**src/rtl/data_consolidation_p.sv**
```systemverilog
// data_consolidation_p
//
// Packs a stream of DIN_W-bit symbols into DIN_W*RATIO-bit words and queues
// the words in a small first-word-fall-through FIFO.
//
// Handshakes (valid/ready):
//   input side : a symbol transfers on a rising edge where din_en && din_rdy;
//                a flush transfers on a rising edge where flush && din_rdy.
//                din_rdy is registered from the FIFO level, so it depends
//                only on state and never combinationally on dout_rdy.
//   output side: the head word transfers on a rising edge where
//                dout_en && dout_rdy. dout/dout_cnt hold steady while
//                dout_en=1 and dout_rdy=0.
//
// Ports:
//   clk, rst   clock, asynchronous active-high reset
//   din        input symbol (DIN_W bits)
//   din_en     symbol valid
//   flush      emit the partial word currently being packed
//   din_rdy    1 when the output FIFO is not full (registered)
//   dout       FIFO head word (0 when empty)
//   dout_cnt   number of valid symbols in dout (1..RATIO, 0 when empty)
//   dout_en    FIFO not empty
//   dout_rdy   consumer ready
//   ovf        sticky: a symbol arrived while din_rdy=0 and was dropped
module data_consolidation_p #(
    parameter int DIN_W     = 2,
    parameter int RATIO     = 4,
    parameter bit MSB_FIRST = 1'b1,
    parameter int DEPTH     = 4
) (
    input  logic                             clk,
    input  logic                             rst,
    input  logic [DIN_W-1:0]                 din,
    input  logic                             din_en,
    input  logic                             flush,
    output logic                             din_rdy,
    output logic [DIN_W*RATIO-1:0]           dout,
    output logic [$clog2(RATIO+1)-1:0]       dout_cnt,
    output logic                             dout_en,
    input  logic                             dout_rdy,
    output logic                             ovf
);

    localparam int DOUT_W = DIN_W * RATIO;
    localparam int CNT_W  = $clog2(RATIO);
    localparam int DCNT_W = $clog2(RATIO + 1);
    localparam int PTR_W  = $clog2(DEPTH);
    localparam int LVL_W  = $clog2(DEPTH + 1);

    // Packer state
    logic [DOUT_W-1:0] acc_q, acc_d;
    logic [CNT_W-1:0]  cnt_q, cnt_d;

    // FIFO state
    logic [DOUT_W-1:0] word_mem_q [DEPTH];
    logic [DOUT_W-1:0] word_mem_d [DEPTH];
    logic [DCNT_W-1:0] cnt_mem_q  [DEPTH];
    logic [DCNT_W-1:0] cnt_mem_d  [DEPTH];
    logic [PTR_W-1:0]  wr_ptr_q, wr_ptr_d;
    logic [PTR_W-1:0]  rd_ptr_q, rd_ptr_d;
    logic [LVL_W-1:0]  level_q, level_d;
    logic              din_rdy_q, din_rdy_d;
    logic              ovf_q, ovf_d;

    // Datapath intermediates
    logic              accept_sym;
    logic              accept_flush;
    logic              full_word;
    logic              push;
    logic              pop;
    logic              not_empty;
    logic [DOUT_W-1:0] acc_ins;
    logic [DCNT_W-1:0] cnt_ins;

    assign accept_sym   = din_en && din_rdy_q;
    assign accept_flush = flush && din_rdy_q;
    assign not_empty    = (level_q != '0);
    assign pop          = not_empty && dout_rdy;

    // Packer: the incoming symbol is inserted first, so a flush on the same
    // edge sees it. cnt_ins is one bit wider than cnt so it can reach RATIO,
    // which makes it directly usable as the pushed word's symbol count.
    always_comb begin
        acc_ins   = acc_q;
        cnt_ins   = DCNT_W'(cnt_q) + DCNT_W'(accept_sym);
        full_word = accept_sym && (cnt_q == CNT_W'(RATIO - 1));
        if (accept_sym) begin
            for (int k = 0; k < RATIO; k++) begin
                if (cnt_q == CNT_W'(k)) begin
                    if (MSB_FIRST) begin
                        acc_ins[(RATIO - 1 - k) * DIN_W +: DIN_W] = din;
                    end else begin
                        acc_ins[k * DIN_W +: DIN_W] = din;
                    end
                end
            end
        end
        // Flush with nothing packed is a no-op: zero-length words never leave.
        push = full_word || (accept_flush && (cnt_ins != '0));
        if (push) begin
            acc_d = '0;
            cnt_d = '0;
        end else begin
            acc_d = acc_ins;
            cnt_d = CNT_W'(cnt_ins);
        end
    end

    // FIFO bookkeeping. Pushes only happen while din_rdy_q=1 (not full), so
    // no overflow check is needed on the write side.
    always_comb begin
        word_mem_d = word_mem_q;
        cnt_mem_d  = cnt_mem_q;
        wr_ptr_d   = wr_ptr_q;
        rd_ptr_d   = rd_ptr_q;
        if (push) begin
            word_mem_d[wr_ptr_q] = acc_ins;
            cnt_mem_d[wr_ptr_q]  = cnt_ins;
            wr_ptr_d             = wr_ptr_q + PTR_W'(1);
        end
        if (pop) begin
            rd_ptr_d = rd_ptr_q + PTR_W'(1);
        end
        level_d   = level_q + LVL_W'(push) - LVL_W'(pop);
        din_rdy_d = (level_d != LVL_W'(DEPTH));
        ovf_d     = ovf_q || (din_en && !din_rdy_q);
    end

    always_ff @(posedge clk or posedge rst) begin
        if (rst) begin
            acc_q     <= '0;
            cnt_q     <= '0;
            wr_ptr_q  <= '0;
            rd_ptr_q  <= '0;
            level_q   <= '0;
            din_rdy_q <= 1'b1;
            ovf_q     <= 1'b0;
            for (int i = 0; i < DEPTH; i++) begin
                word_mem_q[i] <= '0;
                cnt_mem_q[i]  <= '0;
            end
        end else begin
            acc_q      <= acc_d;
            cnt_q      <= cnt_d;
            wr_ptr_q   <= wr_ptr_d;
            rd_ptr_q   <= rd_ptr_d;
            level_q    <= level_d;
            din_rdy_q  <= din_rdy_d;
            ovf_q      <= ovf_d;
            word_mem_q <= word_mem_d;
            cnt_mem_q  <= cnt_mem_d;
        end
    end

    assign din_rdy  = din_rdy_q;
    assign dout_en  = not_empty;
    assign dout     = not_empty ? word_mem_q[rd_ptr_q] : '0;
    assign dout_cnt = not_empty ? cnt_mem_q[rd_ptr_q] : '0;
    assign ovf      = ovf_q;

endmodule

```
**config.mk**
```make
export PLATFORM = sky130hd
export DESIGN_NAME = data_consolidation_p
export DESIGN_NICKNAME = d
export VERILOG_FILES = /design/src/rtl/data_consolidation_p.sv
export SDC_FILE = /design/constraint.sdc
export NUM_CORES = 1
export LEC_CHECK = 0
export BUFFER_PORTS_ARGS = -buffer_cell sky130_fd_sc_hd__buf_2
export CORE_UTILIZATION = 50
export CTS_CLUSTER_DIAMETER = 30
export DETAILED_ROUTE_END_ITERATION = 6
export PLACE_DENSITY = 0.68
export SYNTH_ARGS = -nofsm -noshare
export SYNTH_HDL_FRONTEND = slang
export SYNTH_SLANG_ARGS = --single-unit
```
**constraint.sdc**
```tcl
create_clock -name clk -period 3.5 [get_ports clk]
set_clock_uncertainty 0.2 [all_clocks]
set_input_delay 0.35 -clock clk [delete_from_list [all_inputs] [get_ports clk]]
set_output_delay 0.35 -clock clk [all_outputs]
set_load 0.02 [all_outputs]
```
; Yosys cells after proc, flatten, opt, wreduce, memory -nomap -nowiden
; Cells that the tools add are included.
[word_totals]
register_bits = 63
elab_cells = 63
inputBits = 7
output_inout_bits = 14
[op_classes]
magnitude_cmp = 3
n_eq_ne = 4
n_reduce_logical = 13
bitwise_logic = 2
mux = 21
addsub = 5
[op_table]
columns = op, n
row1 = 2-to-1 mux 8 bit, 6
row2 = bitwise mux 32 bit, 1
row3 = binary-select mux 8 bit (select 2 bit), 1
row4 = demux 8 bit (select 2 bit), 1
row5 = bitwise mux 12 bit, 1
row6 = 2-to-1 mux 3 bit, 4
row7 = 2-to-1 mux 2 bit, 4
row8 = logical AND 1 bit, 7
row9 = binary-select mux 3 bit (select 2 bit), 1
row10 = demux 3 bit (select 2 bit), 1
row11 = >= comparator 3 bit (second input constant), 2
row12 = inverter 2 -> 3 bit, 2
row13 = nonzero test 3 bit, 2
row14 = adder 2 x 1 -> 2 bit (second input constant), 2
row15 = == test 2 bit (second input constant), 2
row16 = 2-to-1 mux 4 bit, 1
row17 = adder 2 x 1 -> 3 bit, 1
row18 = adder 3 x 1 -> 3 bit, 1
row19 = less-than comparator 3 x 1 -> 1 bit (second input constant), 1
row20 = inequality test 3 bit (second input constant), 1
row21 = subtractor 3 x 1 -> 3 bit, 1
row22 = == test 2 x 1 -> 1 bit (second input constant), 1
row23 = zero test 2 bit, 1
row24 = logical OR 1 bit, 2
row25 = zero test 1 bit, 1

; Longest topological paths before layout
; Gate-level depths: netlist of run 1.
[logic_depth]
word_depth = 8
depth_mapped = 12
depth_no_buf = 12

; Least setup slack after synthesis of run 1
; No wires, ideal clock.
[synth_path]
kind = register to register
from = register din_rdy_q, in the netlist din_rdy
to = register din_rdy_q, in the netlist din_rdy
setup_time_ps = 83
arrival_ps = 2991
path_slack_ps = 227
t_required_ps = 3217
synth_period_minus_slack_ps = 3273
n_path_buf = 0
path_stages_with_launch = 13
path_cell_list = dfstp_2 -> and2_1 -> ha_1 -> ha_1 -> o311a_4 -> nor2_2 -> ha_1 -> inv_1 -> ha_1 -> fa_1 -> xnor2_1 -> xnor2_1 -> nand2_1
[synth_via]
elab_chain_len = 8
word_cells_on_any_way = 10
cone_classes = 3 x add/sub / 1 x eq/ne / 6 x reduce/logical
[synth_lines]
columns = item, line
row1 = "start, declared", 63  ; logic din_rdy_q, din_rdy_d;
row2 = "start signal, assigned", 149  ; din_rdy_q <= din_rdy_d;
row3 = logical AND 1 bit, 76  ; assign accept_sym = din_en && din_rdy_q;
row4 = adder 2 x 1 -> 3 bit, 86  ; cnt_ins = DCNT_W'(cnt_q) + DCNT_W'(accept_sym);
row5 = via cnt_ins[1], 74  ; logic [DCNT_W-1:0] cnt_ins;
row6 = nonzero test 3 bit, 100  ; push = full_word || (accept_flush && (cnt_ins != '0));
row7 = logical AND 1 bit, 100
row8 = logical OR 1 bit, 100
row9 = adder 3 x 1 -> 3 bit, 125  ; level_d = level_q + LVL_W'(push) - LVL_W'(pop);
row10 = subtractor 3 x 1 -> 3 bit, 125
row11 = via level_d[2], 62  ; logic [LVL_W-1:0] level_q, level_d;
row12 = inequality test 3 bit, 126  ; din_rdy_d = (level_d != LVL_W'(DEPTH));
row13 = via din_rdy_d, 63
; The timed path passes the listed nets, and every way through them passes these cells.
; A chain may end at the register's enable or synchronous reset.

; Final worst setup path of run 1
; Same ends and word-level chain as after synthesis.

==> results of run 1 <==
metrics by stage:
step | hold WS [ps] | utilization
6_report | 91.3 | 0.583
5_1_grt | 109 | 0.583
4_1_cts | 77.7 | 0.583
3_5_place_dp | 267 | 0.554
3_3_place_gp | 263 | 0.554
2_1_floorplan | 253 | -
worst register-to-register path, cell delays in order, from the launching register on:
cell                      delay (ps)
sky130_fd_sc_hd__dfstp_2         620
sky130_fd_sc_hd__and2_1          180
sky130_fd_sc_hd__ha_1            150
sky130_fd_sc_hd__ha_1            300
sky130_fd_sc_hd__o311a_4         450
sky130_fd_sc_hd__nor2_2          140
sky130_fd_sc_hd__ha_1            140
sky130_fd_sc_hd__inv_1            40
sky130_fd_sc_hd__ha_1            180
sky130_fd_sc_hd__fa_1            380
sky130_fd_sc_hd__xnor2_1         170
sky130_fd_sc_hd__xnor2_1         160
sky130_fd_sc_hd__nand2_1          70
sequential cells by signal, indices dropped and copies added, names as in the netlist:
register and flops:
wr_ptr_q 2, cnt_mem_q 12, cnt_q 2, ovf 1, acc_q 8, din_rdy 1
word_mem_q 32, level_q 3, rd_ptr_q 2
report_power, final:
part           internal [mW]  switching [mW]  leakage [nW]
sequential              1.02           0.244         0.820
clock                  0.269           0.266        0.0850
combinational          0.725           0.619         0.873
total                   2.01            1.13          1.78
cell usage after synthesis, types with 2 or more instances:
master,n
sky130_fd_sc_hd__a211o_1,8
sky130_fd_sc_hd__and2_1,19
sky130_fd_sc_hd__and3_1,12
sky130_fd_sc_hd__buf_4,4
sky130_fd_sc_hd__buf_6,3
sky130_fd_sc_hd__dfrtp_1,62
sky130_fd_sc_hd__ha_1,8
sky130_fd_sc_hd__inv_1,7
sky130_fd_sc_hd__mux2_1,3
sky130_fd_sc_hd__mux2_2,24
sky130_fd_sc_hd__mux2_4,16
sky130_fd_sc_hd__mux4_2,11
sky130_fd_sc_hd__nand2_1,9
sky130_fd_sc_hd__nand3_1,2
sky130_fd_sc_hd__nand4b_1,2
sky130_fd_sc_hd__nor3_1,8
sky130_fd_sc_hd__o21ai_2,4
sky130_fd_sc_hd__xnor2_1,4
worst max-delay path by stage:
stage	start	to	slack [ps]
final	din_rdy$_DFF_PP1_	din_rdy$_DFF_PP1_	270
after global routing	din_rdy$_DFF_PP1_	din_rdy$_DFF_PP1_	90
after CTS	din_rdy$_DFF_PP1_	din_rdy$_DFF_PP1_	270
after detailed placement	din_rdy$_DFF_PP1_	din_rdy$_DFF_PP1_	280
after global placement	din_en	din_rdy$_DFF_PP1_	340
after floorplan	din_rdy$_DFF_PP1_	din_rdy$_DFF_PP1_	230
layout make-up:
class / instances / area (sq um)
clock buffer: 11 / 141
inverter: 7 / 26.3
sequential: 63 / 1580
timing repair buffer: 30 / 178
multi-input combinational: 140 / 1430
fill: 496 / 2480
tap: 75 / 93.8
clock inverter: 4 / 22.5
metal layers:
| layer | global-route usage | part of all wire |
|---|---|---|
| met2 | 0.342 | 0.47 |
| met4 | 0.102 | 0.013 |
| met5 | 0 | 0 |
| met3 | 0.0438 | 0.035 |
| met1 | 0.297 | 0.49 |
logic make-up (layout without fill, tap and decap cells):
logic type | Yosys count | count (layout) | share of synthesized area
flops | 63 | 63 | 0.507
compound gates | 15 | 15 | 0.0458
fa+ha+maj | 9 | 9 | 0.0386
simple gates | 57 | 57 | 0.108
xor+xnor | 5 | 5 | 0.0141
mux | 54 | 54 | 0.254
buf+inv | 17 | 52 | 0.0329
layout by cell type (no fill, tap or decap), types with 9 or more instances in the layout:
cell type	Yosys	layout
sky130_fd_sc_hd__mux2_2	24	24
sky130_fd_sc_hd__dfrtp_1	62	62
sky130_fd_sc_hd__mux2_4	16	16
sky130_fd_sc_hd__and3_1	12	12
sky130_fd_sc_hd__mux4_2	11	11
sky130_fd_sc_hd__nand2_1	9	9
sky130_fd_sc_hd__buf_4	4	9
sky130_fd_sc_hd__buf_2	1	20
sky130_fd_sc_hd__clkbuf_8	0	10
sky130_fd_sc_hd__and2_1	19	19
==> out/results.md, run 1 <==
| Quantity | This run | Unit |
| --- | --- | --- |
| Status | finished, final reports clean | - |
| Count of input and output buffers | 20 | - |
| # IOs | 21 | - |
| Synth top area cells | sky130_fd_sc_hd__dfrtp_1 50%, sky130_fd_sc_hd__mux2_2 8.7%, sky130_fd_sc_hd__mux4_2 8.0%, sky130_fd_sc_hd__mux2_4 7.7%, sky130_fd_sc_hd__and2_1 3.8% | - |
| Aggregate routed wire length | 6370 | microns |
| Power density over the cells | 903 | mW/mm^2 |
| Maximum capacitance violations | 0 | - |
| Largest net degree at the start of global routing | 31 | - |
| Top cell family by delay on the critical path | adder cells | - |
| Later-pin clock latency in the skew report | 330 | ps |
| Count of vias placed by the detailed router | 1,843 | - |
| Area growth from synthesis to layout | 11.5 | % |
| Critical path capture point type | flip-flop | - |
| Worst slew margin | 0.422 | - |
| Net count of the mapped netlist | 236 | - |
| Arr. time, crit path | 3290 | ps |
| Leakage component of the power | 1.78 | nW |
| Reg2reg setup slack | 270 | ps |
| Floorplan Core Area | 0.00596 | sq mm |
| Avg Synthesized Cell Area | 14.2 | sq um |
| Cell repeated most along the worst path | sky130_fd_sc_hd__ha_1 | - |
| Placed cell areas | 0.00330 | sq mm |
| Final routed DRC violation total | 0 | - |
| DIE HEIGHT | 80.9 | microns |
| Proportion of synthesized chip area in sequential cells | 0.507 | - |
| Num rows | 28 | - |
| Total chip power | 3.14 | mW |
| Routability Congestion | 0.782 | - |
| Hold Startpoint | din_en | - |
| Number of instances in the placed design | 314 | - |
| Path length in cells of the critical path | 12 | - |
| Maximum net fanout on the critical path | 9 | - |
| Class of the most critical hold timing path | in2reg | - |
| Number of antenna repair diodes | 0 | - |
| Post-route non-filler standard cell count | 330 | - |
| Number of nets still failing antenna checks after routing | 0 | - |
| CTS H-tree lvls | 3 | - |
| Share of flip-flops with an asynchronous set or reset | 1.00 | - |
| Number of unique standard cell types used by synthesis | 32 | - |
| Worst-path clk slew | 70 | ps |
| Hold Fails Final Rpt | 0 | - |
| Library cell used as clock root buffer | sky130_fd_sc_hd__clkbuf_8 | - |
| Delay of the slowest cell on the worst path | 620 | ps |
| Setup Total Neg Slack | 0 | ps |
| Buffers from clock root to sink, at most | 2 | - |
| Horizontal extent of the die | 80.9 | microns |
| Worst Path Required | 3560 | ps |
| Wire length of the first global-routing pass | 10,200 | microns |
| Detailed router's first-iteration violation count | 138 | - |
| Number of warnings issued by yosys | 0 | - |
| CTS buffer count | 9 | - |
| Cell count after synthesis | 220 | - |
| Endpoint with the worst hold slack | ovf$_DFF_PP0_ | - |
| Post-CTS Setup Inserts | 0 | - |
| Sinks on the clock net | 63 | - |
| Cell chain of the critical path | and2_1, ha_1, ha_1, o311a_4, nor2_2, ha_1, inv_1, ha_1, fa_1, xnor2_1, xnor2_1, nand2_1 | - |
| Post-layout worst setup margin | 270 | ps |
| RSZ-0062 raised after global routing | no | - |
| Total standard cell area after synthesis | 0.00311 | sq mm |
| Detailed-route vias per instance | 5.58 | - |
| CP Launch Type | flip-flop | - |
| Effective utilization at floorplan | 0.523 | - |
| Minimum clock period | 3230 | ps |
| Most used flip-flop cell after synthesis | sky130_fd_sc_hd__dfrtp_1 | - |
| Post-cts hold buffer count | 1 | - |
| Via count of the first global-routing pass | 1,911 | - |
| First-pass DRT Iterations | 4 | - |
| Number of enable flip-flop cells after synthesis | 0 | - |
| Sum of overflow across all layers after global routing | 0 | - |
| Register bit count reported by yosys | 63 | - |
| # nets final | 267 | - |
| Fraction of final layout cells with drive strength greater than 1 | 0.408 | - |
| Full die area | 0.00655 | sq mm |
| PostCTS Resize Cnt | 0 | - |
| Number of failing setup endpoints in the final timing report | 0 | - |
| Worst hold path stage count | 2 | - |
| Number of antenna violations at the first check in global routing | 0 | - |
| Worst-case setup slack after placement | 277 | ps |
| Register-to-Register Path Depth | 12 | - |
| Finished layout cell area | 0.00347 | sq mm |
| GRT Total Usage | 0.220 | - |
| Worst path slowest cell | sky130_fd_sc_hd__dfstp_2 | - |
| TritonCTS clock tree | done | - |
| Area share of the leading cell type in the synthesized netlist | 0.498 | - |
| Dpl hpwl | 4330 | microns |
| Final clock period utilization by the worst path | 0.923 | - |
| Routed length per instance | 19.3 | microns |
| Critical register-to-register path endpoint | din_rdy$_DFF_PP1_ | - |
| Top cell type by total area after synthesis | sky130_fd_sc_hd__dfrtp_1 | - |
| Startpoint of the worst register-to-register path | din_rdy$_DFF_PP1_ | - |
| Critical path type | reg2reg | - |
| Total count of max-transition violations in the final report | 0 | - |
| Crit path buf inv count | 1 | - |
| Highest clock frequency the design can meet | 310 | MHz |
| Actual transition at the worst max-transition pin | 868 | ps |
| Worst IR drop on VDD | 0.562 | mV |
No activity file was read; power rests on OpenSTA's default activity.
==> inputs of run 2 (changes only) <==
PLACE_DENSITY = 0.69   (was 0.68)
==> run 2 against run 1 <==
Effect of this change:
- global-route usage fell by 0.21 points
- cell count rose by 0.61%
- sequential power fell by 3%
- register-to-register slack barely moved
- wire length fell by 4.1%
- clock power rose by 16%
- via count rose by 1.4%
- worst hold slack got worse by 9.6 ps
- combinational power rose by 3%
- design area rose by 0.97%
- largest power group unchanged
- highest routed layer unchanged
==> out/results.md, run 2 (synthesis gave the netlist of run 1 again) <==
| Quantity | This run | Unit |
| --- | --- | --- |
| Maximum capacitance violations | 0 | - |
| Top register by number of flip-flops | word_mem_q | - |
| GRT Total Usage | 0.218 | - |
| Dpl hpwl | 4070 | microns |
| Routability Congestion | 0.806 | - |
| Floorplan Core Area | 0.00596 | sq mm |
| Buffers from clock root to sink, at most | 2 | - |
| Worst slew margin | 0.539 | - |
| Area growth from synthesis to layout | 12.6 | % |
| Num rows | 28 | - |
| Number of flip-flops under the largest register name | 32 | - |
| Effective utilization at floorplan | 0.523 | - |
| Total count of max-transition violations in the final report | 0 | - |
| Power density over the cells | 919 | mW/mm^2 |
| Aggregate routed wire length | 6110 | microns |
| Delay of the slowest cell on the worst path | 610 | ps |
| # IOs | 21 | - |
| Number of failing setup endpoints in the final timing report | 0 | - |
| Reg2reg setup slack | 260 | ps |
| Setup Total Neg Slack | 0 | ps |
| Minimum clock period | 3240 | ps |
| Number of antenna repair diodes | 0 | - |
| Registers with the most flip-flops | word_mem_q x32, cnt_mem_q x12, acc_q x8 | - |
| Number of antenna violations at the first check in global routing | 0 | - |
| Post-CTS Setup Inserts | 0 | - |
| Maximum net fanout on the critical path | 9 | - |
| CTS buffer count | 9 | - |
| Number of nets still failing antenna checks after routing | 0 | - |
| Wire length of the first global-routing pass | 9930 | microns |
| Via count of the first global-routing pass | 1,889 | - |
| DIE HEIGHT | 80.9 | microns |
| Critical path capture point type | flip-flop | - |
| Number of instances in the placed design | 315 | - |
| Fraction of final layout cells with drive strength greater than 1 | 0.409 | - |
| Post-route non-filler standard cell count | 332 | - |
| Detailed router's first-iteration violation count | 113 | - |
| Actual transition at the worst max-transition pin | 691 | ps |
| Worst IR drop on VDD | 0.529 | mV |
| Highest clock frequency the design can meet | 308 | MHz |
| CP Launch Type | flip-flop | - |
| TritonCTS clock tree | done | - |
| Arr. time, crit path | 3310 | ps |
| Worst Path Required | 3570 | ps |
| Final clock period utilization by the worst path | 0.927 | - |
| Largest net degree at the start of global routing | 34 | - |
| Post-cts hold buffer count | 1 | - |
| Count of input and output buffers | 20 | - |
| Later-pin clock latency in the skew report | 340 | ps |
| Final routed DRC violation total | 0 | - |
| Number of fillers in the final layout | 491 | - |
| Worst path slowest cell | sky130_fd_sc_hd__dfstp_2 | - |
| First-pass DRT Iterations | 4 | - |
| Routed length per instance | 18.4 | microns |
| Sinks on the clock net | 63 | - |
| Full die area | 0.00655 | sq mm |
| Cell repeated most along the worst path | sky130_fd_sc_hd__ha_1 | - |
| Class of the most critical hold timing path | in2reg | - |
| Top cell family by delay on the critical path | adder cells | - |
| RSZ-0062 raised after global routing | no | - |
| Highest-count cells in the layout ignoring fill and taps | 62 x sky130_fd_sc_hd__dfrtp_1, 24 x sky130_fd_sc_hd__mux2_2, 20 x sky130_fd_sc_hd__buf_2 | - |
| Met1 demand-to-capacity share in global routing | 0.296 | - |
| Worst-path clk slew | 70 | ps |
| # nets final | 268 | - |
| Detailed-route vias per instance | 5.63 | - |
| Most common cell after layout, fill and taps aside | sky130_fd_sc_hd__dfrtp_1 | - |
| PostCTS Resize Cnt | 0 | - |
| Met2 track utilization from global routing | 0.321 | - |
| Crit path buf inv count | 1 | - |
| Count of vias placed by the detailed router | 1,869 | - |
| Cell chain of the critical path | and2_1, ha_1, ha_1, o311a_4, nor2_2, ha_1, inv_1, ha_1, fa_1, xnor2_1, xnor2_1, nand2_1 | - |
| Total chip power | 3.22 | mW |
| Library cell used as clock root buffer | sky130_fd_sc_hd__clkbuf_8 | - |
| Leakage component of the power | 1.80 | nW |
| CTS H-tree lvls | 3 | - |
| Met3 layer usage reported by global route | 0.0517 | - |
| Status | finished, final reports clean | - |
| Sum of overflow across all layers after global routing | 0 | - |
| Most utilized layer in the global route result | met2 | - |
| Hold Fails Final Rpt | 0 | - |
| Horizontal extent of the die | 80.9 | microns |
| Critical path type | reg2reg | - |
[run 2: where the power goes]
| group | internal [mW] | total, mW | switching (mW) |
|---|---|---|---|
| registers | 1.02 | 1.22 | 0.209 |
| clock network | 0.345 | 0.621 | 0.276 |
| logic | 0.736 | 1.38 | 0.641 |
| total | 2.10 | 3.22 | 1.13 |
[run 2: through the flow]
stage / hold WS [ps] / util / worst slack, ps / cell area [sq um]
3_3_place_gp: 238 / 0.555 / 334 / 3310
4_1_cts: 67.0 / 0.589 / 254 / 3510
3_5_place_dp: 253 / 0.555 / 266 / 3310
6_report: 81.7 / 0.589 / 256 / 3510
2_1_floorplan: 253 / - / 227 / 3110
5_1_grt: 80.4 / 0.589 / 58.8 / 3510
[run 2: metal layers]
layer	part of all wire	wire length (microns)
met3	0.043	263
met2	0.47	2860
met1	0.46	2840
met5	0	0
met4	0.024	148
[run 2: final timing paths]
kind | from | to | depth (start not counted)
worst min-delay path | dout_rdy | rd_ptr_q[1]$_DFFE_PP0P_ | 3
worst max-delay path | din_rdy$_DFF_PP1_ | din_rdy$_DFF_PP1_ | 12
max in group asynchronous | rst | word_mem_q[16]$_DFFE_PP0P_ | 4
min in group asynchronous | rst | acc_q[3]$_DFF_PP0_ | 3
worst min register to register | ovf$_DFF_PP0_ | ovf$_DFF_PP0_ | 1
worst max register to register | din_rdy$_DFF_PP1_ | din_rdy$_DFF_PP1_ | 12
[run 2: area by class of cell]
class,count,area (sq um),share of cell area
well taps,75,93.8,0.0268
inverters,7,26.3,0.00749
multi-input cells,140,1430,0.409
clock buffers,12,145,0.0414
repair buffers,31,185,0.0528
clock inverters,4,45.0,0.0128
flip-flops and latches,63,1580,0.450
[run 2: worst reg2reg max path, stage by stage (launching register included)]
cell and delay [ps]:
sky130_fd_sc_hd__dfstp_2 610, sky130_fd_sc_hd__and2_1 170, sky130_fd_sc_hd__ha_1 160, sky130_fd_sc_hd__ha_1 290, sky130_fd_sc_hd__o311a_4 450, sky130_fd_sc_hd__nor2_2 140
sky130_fd_sc_hd__ha_1 140, sky130_fd_sc_hd__inv_1 40, sky130_fd_sc_hd__ha_1 180, sky130_fd_sc_hd__fa_1 380, sky130_fd_sc_hd__xnor2_1 150, sky130_fd_sc_hd__xnor2_1 200
sky130_fd_sc_hd__nand2_1 70
